**src/rtl/multi_dispatcher_pkg.sv**
```systemverilog
// Shared types and defaults for the multi_dispatcher dispatch stage.
package multi_dispatcher_pkg;

    localparam int DEF_DISPATCH_WIDTH = 2;
    localparam int DEF_IQ_DEPTH       = 8;
    localparam int DEF_NUM_FU         = 4;
    localparam int DEF_INSN_W         = 128;
    localparam int DEF_ROB_SIZE       = 32;
    localparam int DEF_RS_CNT_W       = 3;

    typedef enum logic [1:0] {
        FU_ALU  = 2'd0,
        FU_LSU  = 2'd1,
        FU_MULT = 2'd2,
        FU_BTU  = 2'd3
    } fu_sel_e;

    typedef struct packed {
        fu_sel_e                 fu;
        logic [DEF_INSN_W-1:0]   insn;
    } iq_entry_t;

    function automatic logic [31:0] sat_inc(input logic [31:0] v, input logic en);
        return (en && (v != 32'hFFFF_FFFF)) ? v + 32'd1 : v;
    endfunction

endpackage

```
**src/rtl/multi_dispatcher_if.sv**
```systemverilog
// Decoder-side enqueue, credit inputs and dispatch outputs of multi_dispatcher.
interface multi_dispatcher_if #(
    parameter int DISPATCH_WIDTH = 2,
    parameter int IQ_DEPTH       = 8,
    parameter int NUM_FU         = 4,
    parameter int INSN_W         = 128,
    parameter int ROB_SIZE       = 32,
    parameter int RS_CNT_W       = 3
);
    localparam int W      = DISPATCH_WIDTH;
    localparam int FU_W   = $clog2(NUM_FU);
    localparam int TAG_W  = $clog2(ROB_SIZE);
    localparam int ROBF_W = $clog2(ROB_SIZE + 1);
    localparam int DC_W   = $clog2(W + 1);
    localparam int CNT_W  = $clog2(IQ_DEPTH + 1);

    // Enqueue slot i transfers at an edge where enq_valid[i] && enq_ready;
    // enq_ready depends only on registered occupancy. Dispatch has no ready:
    // credits arrive up front and disp_valid[i] means slot i was issued.
    logic                     flush;
    logic [W-1:0]             enq_valid;
    logic [W*FU_W-1:0]        enq_fu;
    logic [W*INSN_W-1:0]      enq_insn;
    logic                     enq_ready;
    logic [NUM_FU*RS_CNT_W-1:0] rs_free_cnt;
    logic [ROBF_W-1:0]        rob_free_cnt;
    logic [TAG_W-1:0]         rob_tail_tag;
    logic [W-1:0]             disp_valid;
    logic [W*INSN_W-1:0]      disp_insn;
    logic [W*TAG_W-1:0]       disp_rob_tag;
    logic [W*NUM_FU-1:0]      rs_load;
    logic [DC_W-1:0]          disp_count;
    logic [CNT_W-1:0]         iq_count;

    modport master (
        output flush, enq_valid, enq_fu, enq_insn, rs_free_cnt, rob_free_cnt, rob_tail_tag,
        input  enq_ready, disp_valid, disp_insn, disp_rob_tag, rs_load, disp_count, iq_count
    );

    modport slave (
        input  flush, enq_valid, enq_fu, enq_insn, rs_free_cnt, rob_free_cnt, rob_tail_tag,
        output enq_ready, disp_valid, disp_insn, disp_rob_tag, rs_load, disp_count, iq_count
    );

endinterface

```
**src/rtl/multi_dispatcher_select.sv**
```systemverilog
// In-order prefix selection: a slot issues only if every earlier slot issued and
// ROB space plus per-FU RS credit remain after the slots ahead of it.
module multi_dispatcher_select #(
    parameter int W        = 2,
    parameter int NUM_FU   = 4,
    parameter int RS_CNT_W = 3,
    parameter int CNT_W    = 4,
    parameter int ROBF_W   = 6,
    parameter int FU_W     = $clog2(NUM_FU),
    parameter int DC_W     = $clog2(W + 1)
) (
    input  logic [CNT_W-1:0]           count,
    input  logic [W*FU_W-1:0]          slot_fu,
    input  logic [NUM_FU*RS_CNT_W-1:0] rs_free_cnt,
    input  logic [ROBF_W-1:0]          rob_free_cnt,
    output logic [W-1:0]               issue,
    output logic [W*NUM_FU-1:0]        rs_load,
    output logic [DC_W-1:0]            disp_count
);

    logic [RS_CNT_W-1:0] free_cnt [NUM_FU];
    int                  used     [NUM_FU];
    logic [FU_W-1:0]     fu;
    logic                open;

    always_comb begin
        for (int f = 0; f < NUM_FU; f++) begin
            free_cnt[f] = rs_free_cnt[f*RS_CNT_W +: RS_CNT_W];
        end
    end

    always_comb begin
        issue      = '0;
        rs_load    = '0;
        disp_count = '0;
        open       = 1'b1;
        fu         = '0;
        for (int f = 0; f < NUM_FU; f++) begin
            used[f] = 0;
        end
        for (int i = 0; i < W; i++) begin
            fu = slot_fu[i*FU_W +: FU_W];
            if (open && (i < int'(count)) && (i < int'(rob_free_cnt)) &&
                (used[fu] < int'(free_cnt[fu]))) begin
                issue[i]                    = 1'b1;
                rs_load[i*NUM_FU + int'(fu)] = 1'b1;
                used[fu]                    = used[fu] + 1;
                disp_count                  = disp_count + DC_W'(1);
            end else begin
                open = 1'b0;
            end
        end
    end

endmodule

```
**src/rtl/multi_dispatcher.sv**
```systemverilog
// Dispatch stage: circular instruction queue feeding the in-order prefix selector.
// Define DISPATCH_PERF_EN to add saturating ROB-stall, RS-stall and empty counters.
module multi_dispatcher
    import multi_dispatcher_pkg::*;
#(
    parameter int DISPATCH_WIDTH = DEF_DISPATCH_WIDTH,
    parameter int IQ_DEPTH       = DEF_IQ_DEPTH,
    parameter int NUM_FU         = DEF_NUM_FU,
    parameter int INSN_W         = DEF_INSN_W,
    parameter int ROB_SIZE       = DEF_ROB_SIZE,
    parameter int RS_CNT_W       = DEF_RS_CNT_W
) (
    input  logic clk,
    input  logic reset_n,
`ifdef DISPATCH_PERF_EN
    output logic [31:0] perf_stall_rob,
    output logic [31:0] perf_stall_rs,
    output logic [31:0] perf_empty,
`endif
    multi_dispatcher_if.slave io
);

    localparam int W      = DISPATCH_WIDTH;
    localparam int FU_W   = $clog2(NUM_FU);
    localparam int PTR_W  = $clog2(IQ_DEPTH);
    localparam int CNT_W  = $clog2(IQ_DEPTH + 1);
    localparam int TAG_W  = $clog2(ROB_SIZE);
    localparam int ROBF_W = $clog2(ROB_SIZE + 1);
    localparam int DC_W   = $clog2(W + 1);

    typedef struct packed {
        logic [FU_W-1:0]   fu;
        logic [INSN_W-1:0] insn;
    } entry_t;

    entry_t             iq_q [IQ_DEPTH];
    entry_t             iq_d [IQ_DEPTH];
    logic [PTR_W-1:0]   head_q, head_d, tail_q, tail_d;
    logic [CNT_W-1:0]   count_q, count_d;
    logic [W*FU_W-1:0]  slot_fu;
    logic [W-1:0]       issue, enq_keep;
    logic [DC_W-1:0]    disp_n, enq_n, enq_acc_n;
    logic               enq_ready;

    assign enq_ready     = (CNT_W'(IQ_DEPTH) - count_q) >= CNT_W'(W);
    assign enq_acc_n     = enq_ready ? enq_n : '0;
    assign io.enq_ready  = enq_ready;
    assign io.iq_count   = count_q;
    assign io.disp_valid = issue;
    assign io.disp_count = disp_n;

    always_comb begin
        slot_fu         = '0;
        io.disp_insn    = '0;
        io.disp_rob_tag = '0;
        for (int i = 0; i < W; i++) begin
            slot_fu[i*FU_W +: FU_W] = iq_q[head_q + PTR_W'(i)].fu;
            if (issue[i]) begin
                io.disp_insn[i*INSN_W +: INSN_W]   = iq_q[head_q + PTR_W'(i)].insn;
                io.disp_rob_tag[i*TAG_W +: TAG_W]  = io.rob_tail_tag + TAG_W'(i);
            end
        end
    end

    multi_dispatcher_select #(
        .W        (W),
        .NUM_FU   (NUM_FU),
        .RS_CNT_W (RS_CNT_W),
        .CNT_W    (CNT_W),
        .ROBF_W   (ROBF_W),
        .FU_W     (FU_W),
        .DC_W     (DC_W)
    ) u_select (
        .count        (count_q),
        .slot_fu      (slot_fu),
        .rs_free_cnt  (io.rs_free_cnt),
        .rob_free_cnt (io.rob_free_cnt),
        .issue        (issue),
        .rs_load      (io.rs_load),
        .disp_count   (disp_n)
    );

    // Only the leading run of valid slots is accepted; anything after a gap is dropped.
    always_comb begin
        enq_keep    = '0;
        enq_n       = '0;
        enq_keep[0] = io.enq_valid[0];
        for (int i = 1; i < W; i++) begin
            enq_keep[i] = io.enq_valid[i] & enq_keep[i-1];
        end
        for (int i = 0; i < W; i++) begin
            if (enq_keep[i]) enq_n = enq_n + DC_W'(1);
        end
    end

    always_comb begin
        head_d  = head_q;
        tail_d  = tail_q;
        count_d = count_q;
        iq_d    = iq_q;
        if (io.flush) begin
            head_d  = '0;
            tail_d  = '0;
            count_d = '0;
        end else begin
            if (enq_ready) begin
                for (int i = 0; i < W; i++) begin
                    if (enq_keep[i]) begin
                        iq_d[tail_q + PTR_W'(i)].fu   = io.enq_fu[i*FU_W +: FU_W];
                        iq_d[tail_q + PTR_W'(i)].insn = io.enq_insn[i*INSN_W +: INSN_W];
                    end
                end
            end
            head_d  = head_q + PTR_W'(disp_n);
            tail_d  = tail_q + PTR_W'(enq_acc_n);
            count_d = count_q + CNT_W'(enq_acc_n) - CNT_W'(disp_n);
        end
    end

    always_ff @(posedge clk or negedge reset_n) begin
        if (!reset_n) begin
            head_q  <= '0;
            tail_q  <= '0;
            count_q <= '0;
            iq_q    <= '{default: '0};
        end else begin
            head_q  <= head_d;
            tail_q  <= tail_d;
            count_q <= count_d;
            iq_q    <= iq_d;
        end
    end

`ifdef DISPATCH_PERF_EN
    logic [31:0]         stall_rob_q, stall_rob_d;
    logic [31:0]         stall_rs_q, stall_rs_d;
    logic [31:0]         empty_q, empty_d;
    logic [RS_CNT_W-1:0] slot0_rs_free;

    always_comb begin
        slot0_rs_free = io.rs_free_cnt[int'(slot_fu[FU_W-1:0])*RS_CNT_W +: RS_CNT_W];
        stall_rob_d   = sat_inc(stall_rob_q, (count_q != '0) && (io.rob_free_cnt == '0));
        stall_rs_d    = sat_inc(stall_rs_q, (count_q != '0) && (slot0_rs_free == '0));
        empty_d       = sat_inc(empty_q, count_q == '0);
    end

    // Counters survive flush; only reset_n clears them.
    always_ff @(posedge clk or negedge reset_n) begin
        if (!reset_n) begin
            stall_rob_q <= '0;
            stall_rs_q  <= '0;
            empty_q     <= '0;
        end else begin
            stall_rob_q <= stall_rob_d;
            stall_rs_q  <= stall_rs_d;
            empty_q     <= empty_d;
        end
    end

    assign perf_stall_rob = stall_rob_q;
    assign perf_stall_rs  = stall_rs_q;
    assign perf_empty     = empty_q;
`endif

endmodule

```
**src/flat_wrapper.sv**
```systemverilog
// flat-port wrapper written by rule: the top's interface ports become plain ports
module multi_dispatcher_flat import multi_dispatcher_pkg::*;
#(
    parameter int DISPATCH_WIDTH = DEF_DISPATCH_WIDTH,
    parameter int IQ_DEPTH       = DEF_IQ_DEPTH,
    parameter int NUM_FU         = DEF_NUM_FU,
    parameter int INSN_W         = DEF_INSN_W,
    parameter int ROB_SIZE       = DEF_ROB_SIZE,
    parameter int RS_CNT_W       = DEF_RS_CNT_W
)
  (clk, reset_n, io_flush, io_enq_valid, io_enq_fu, io_enq_insn, io_rs_free_cnt, io_rob_free_cnt, io_rob_tail_tag, io_enq_ready, io_disp_valid, io_disp_insn, io_disp_rob_tag, io_rs_load, io_disp_count, io_iq_count);
  multi_dispatcher_if #(.DISPATCH_WIDTH(DISPATCH_WIDTH), .IQ_DEPTH(IQ_DEPTH), .NUM_FU(NUM_FU), .INSN_W(INSN_W), .ROB_SIZE(ROB_SIZE), .RS_CNT_W(RS_CNT_W)) io_i ();
  input  logic clk;
  input  logic reset_n;
  input wire logic [$bits(io_i.flush)-1:0] io_flush;
  input wire logic [$bits(io_i.enq_valid)-1:0] io_enq_valid;
  input wire logic [$bits(io_i.enq_fu)-1:0] io_enq_fu;
  input wire logic [$bits(io_i.enq_insn)-1:0] io_enq_insn;
  input wire logic [$bits(io_i.rs_free_cnt)-1:0] io_rs_free_cnt;
  input wire logic [$bits(io_i.rob_free_cnt)-1:0] io_rob_free_cnt;
  input wire logic [$bits(io_i.rob_tail_tag)-1:0] io_rob_tail_tag;
  output wire logic [$bits(io_i.enq_ready)-1:0] io_enq_ready;
  output wire logic [$bits(io_i.disp_valid)-1:0] io_disp_valid;
  output wire logic [$bits(io_i.disp_insn)-1:0] io_disp_insn;
  output wire logic [$bits(io_i.disp_rob_tag)-1:0] io_disp_rob_tag;
  output wire logic [$bits(io_i.rs_load)-1:0] io_rs_load;
  output wire logic [$bits(io_i.disp_count)-1:0] io_disp_count;
  output wire logic [$bits(io_i.iq_count)-1:0] io_iq_count;
  assign io_i.flush = io_flush;
  assign io_i.enq_valid = io_enq_valid;
  assign io_i.enq_fu = io_enq_fu;
  assign io_i.enq_insn = io_enq_insn;
  assign io_i.rs_free_cnt = io_rs_free_cnt;
  assign io_i.rob_free_cnt = io_rob_free_cnt;
  assign io_i.rob_tail_tag = io_rob_tail_tag;
  assign io_enq_ready = io_i.enq_ready;
  assign io_disp_valid = io_i.disp_valid;
  assign io_disp_insn = io_i.disp_insn;
  assign io_disp_rob_tag = io_i.disp_rob_tag;
  assign io_rs_load = io_i.rs_load;
  assign io_disp_count = io_i.disp_count;
  assign io_iq_count = io_i.iq_count;
  multi_dispatcher #(.DISPATCH_WIDTH(DISPATCH_WIDTH), .IQ_DEPTH(IQ_DEPTH), .NUM_FU(NUM_FU), .INSN_W(INSN_W), .ROB_SIZE(ROB_SIZE), .RS_CNT_W(RS_CNT_W)) u_core (.clk(clk), .reset_n(reset_n), .io(io_i));
endmodule
```
**config.mk**
```make
export PLATFORM = sky130hd
export DESIGN_NAME = multi_dispatcher_flat
export DESIGN_NICKNAME = d
export VERILOG_FILES = /design/src/rtl/multi_dispatcher_pkg.sv /design/src/rtl/multi_dispatcher_if.sv /design/src/rtl/multi_dispatcher_select.sv /design/src/rtl/multi_dispatcher.sv /design/src/flat_wrapper.sv
export SDC_FILE = /design/constraint.sdc
export NUM_CORES = 2
export LEC_CHECK = 0
export BUFFER_PORTS_ARGS = -buffer_cell sky130_fd_sc_hd__buf_2
export CAP_MARGIN = 20
export CORE_UTILIZATION = 35
export CTS_CLUSTER_DIAMETER = 150
export DETAILED_ROUTE_END_ITERATION = 8
export GPL_TIMING_DRIVEN = 0
export PLACE_DENSITY_LB_ADDON = 0.12
export RECOVER_POWER = 100
export SLEW_MARGIN = 20
export SYNTH_ARGS = -nofsm -noshare
export SYNTH_HDL_FRONTEND = slang
export SYNTH_SLANG_ARGS = --single-unit
```
**constraint.sdc**
```tcl
create_clock -name clk -period 5.65 [get_ports clk]
set_input_delay 1.13 -clock clk [delete_from_list [all_inputs] [get_ports clk]]
set_output_delay 1.13 -clock clk [all_outputs]
set_load 0.02 [all_outputs]
```
==> metrics <==
status complete, but fails checks; failing checks capacitance limit, slew limit; most common cell after layout, fill and taps aside nor2_1; Arr. time, crit path 4.49 ns; Post-DRT Antenna Nets 0; Max Clk Rate 0.178 GHz; Top Ports 571; Clock Tree Root clkbuf_16; asr flop ratio synth 100%; Die ar. 0.182 mm2; synthesized area per cell 9.63 um2; largest buffer count on any clock path 3; Synth Cell Area 0.0631 mm2; Post-synth EDFFs 0; P_int 0.0274 W; Layout Nets 7465; Reg power frac 26.4%; layout cells sized above 1 21.2%; Post-DP Area 0.0693 mm2; Clk network pwr share 16.7%; Vias 61100; crit path capture type output port; Pins Over Slew Limit 404; worst slew pin tran 3.08 ns; Slew HR -105%; Hold Path Class reg2reg; Buffers on Ports 440; Final WS setup 0.0316 ns; Die W 427 um; power share of the combinational group 57.0%; # DRC 0; RSZ-0062 raised after global routing no; Syn Inst Count 6550; Final Setup Violations 0; post-detail-place hpwl 222 mm; Max-cap violations 8; Total Wirelength 315 mm; Total GRT Usage 33.8%; H-tree Lvls 4; crit path max fanout 10; VDD IR-drop max 0.473 mV; vias in the first global route 59200; post-layout min period 5.62 ns; core area 0.179 mm2; CTS tree done; final core occ 41.1%; Initial DRC Count 8199; required time of the critical path 4.52 ns; largest net degree at the start of global routing 126; register area share after synthesis 41.6%; GPL Wtd Cong 0.932; CTS Hold Bufs 0; number of hold-slack violations in the final timing report 0; Power Dens Cells 724 mW/mm2; filler instances 17900; Reg clk slew, reported paths 0.06 ns; Net Sw Frac 48.6%; Syn Nets 6855; gr ovfl total 0; switching pwr 0.0259 W; Vias/cell 6.34; Rows 155; flops & latches, synth 1050; first-pass iteration count of the detailed router 7; wire per inst 32.6 um; most frequent cells in the layout nor2_1 (1178), a21oi_1 (1065), dfrtp_1 (1050), o22ai_1 (1040), clkbuf_1 (584); crit start category flop; pre-CTS setup slack 0.0533 ns; initial antenna violation count 41; Sinks on Clock Net 1050; Setup CP Type reg2out; Die Y 427 um; Static Leak 28.3 nW; Clk Latency, worst-skew pair 0.81 ns; Fin Setup TNS 0 ns; global-route wire length before repair 442 mm; synth unique cells 40; synth-to-layout area growth 16.5%; Setup Skew 0.0233 ns; final worst path period share 99.4%; TritonCTS buffer count 132; Initial Utilization 35.3%; Ys Warns 0; Top FF cell, synth dfrtp_1; post-route cell area 0.0735 mm2
[cells in the mapped netlist (3+ instances only)]
master	instances	area (um2)
clkbuf_1	501	1880
buf_2	86	430
and3_1	3	18.8
ha_1	13	163
nand2_1	269	1010
xnor2_1	9	78.8
or2_2	130	813
and2_1	14	87.6
nor2b_1	10	62.6
fa_1	4	80.1
nor3b_1	4	30.0
nand3_1	9	45.0
o22ai_1	1040	6510
dfrtp_1	1050	26300
mux4_2	519	11700
buf_1	322	1210
mux2_2	3	33.8
xor2_1	3	26.3
inv_1	18	67.6
a21oi_2	120	1050
a21oi_1	1049	5250
nor3_1	11	55.1
nor2_1	1185	4450
mux2i_1	136	1360
o21ai_0	10	50.1
buf_6	14	158
mux2i_4	3	67.6
buf_4	3	22.5
[through the flow]
step	std cells	power (W)	hold WS (ns)
floorplan	6550	0.0322	0.507
detailed placement	9383	0.0441	0.538
finish	9643	0.0533	0.550
global route	9630	0.0555	0.567
global placement	9345	0.0433	0.523
CTS	9609	0.0531	0.122
[final timing paths]
| check | cells past startpoint | start | slack, ns | end |
|---|---|---|---|---|
| worst max-delay path | 9 | u_core.head_q[0]$_DFF_PN0_ | 0.03 | io_disp_insn[161] |
| worst min-delay path | 2 | u_core.iq_q[216]$_DFFE_PN0P_ | 0.55 | u_core.iq_q[216]$_DFFE_PN0P_ |
| worst max register to register | 10 | u_core.tail_q[1]$_DFF_PN0_ | 0.44 | u_core.iq_q[171]$_DFFE_PN0P_ |
| worst min register to register | 2 | u_core.iq_q[216]$_DFFE_PN0P_ | 0.55 | u_core.iq_q[216]$_DFFE_PN0P_ |
| max in group asynchronous | 4 | reset_n | 0.69 | u_core.iq_q[11]$_DFFE_PN0P_ |
| min in group asynchronous | 1 | reset_n | 0.71 | u_core.iq_q[304]$_DFFE_PN0P_ |
[registers in the layout (all words and copies together), names as in the netlist]
signal,count
u_core.tail_q,3
u_core.iq_q,1040
u_core.io.iq_count,4
u_core.head_q,3
[metal layers]
layer  routed length [um]  up-vias  GRT usage (%)
met4                19300        6           19.5
met1               122000    31200           43.7
li1                     -    25400              -
met2               142000     3804           51.3
met3                30800      738           8.71
met5                  170        -          0.556
[area by class of cell]
| type | count | area (um2) | area share, % |
|---|---|---|---|
| Inverter | 19 | 71.3 | 0.0970 |
| Clock inverter | 36 | 519 | 0.706 |
| Antenna cell | 35 | 87.6 | 0.119 |
| Buffer | 921 | 3830 | 5.21 |
| Timing Repair Buffer | 481 | 2900 | 3.94 |
| Clock buffer | 191 | 3880 | 5.27 |
| Tap cell | 2355 | 2950 | 4.01 |
| Sequential cell | 1050 | 26300 | 35.7 |
| Multi-Input combinational cell | 4555 | 33000 | 44.9 |
[what timing repair did]
item | 4_1_cts | 5_1_grt
gates cloned | 0 | 0
setup endpoints to repair | 232 | 52
resized for setup | 41 | 23
setup buffers | 1 | 0
[critical path: stages (launching register included)]
cell,delay (ns)
dfrtp_1,0.41
ha_1,0.28
buf_2,0.29
buf_4,0.41
clkbuf_2,0.40
clkbuf_1,0.76
mux4_2,0.39
nand2_1,0.07
a21oi_2,0.39
clkbuf_2,0.25
[power by group through the flow]
stage	logic [W]	clock network [W]	registers (W)
after floorplan	0.0193	0	0.0130
after global placement	0.0295	0	0.0138
after detailed placement	0.0301	0	0.0140
after CTS	0.0303	0.00891	0.0139
after global routing	0.0319	0.00921	0.0144
final	0.0303	0.00888	0.0140
[cells by family (layout without fill, tap and decap cells)]
logic type,Yosys count,in the layout,synth area share (%)
xor gates and xnor gates,13,13,0.210
and+or+nand+nor,1637,1637,10.4
AOI/OAI and AO/OA,2227,2227,20.5
adders and majority gates,17,17,0.385
buffers and inverters,945,1648,5.98
muxes,661,661,20.8
other,0,35,0
DFF,1050,1050,41.6
No activity file was read; power rests on OpenSTA's default activity.
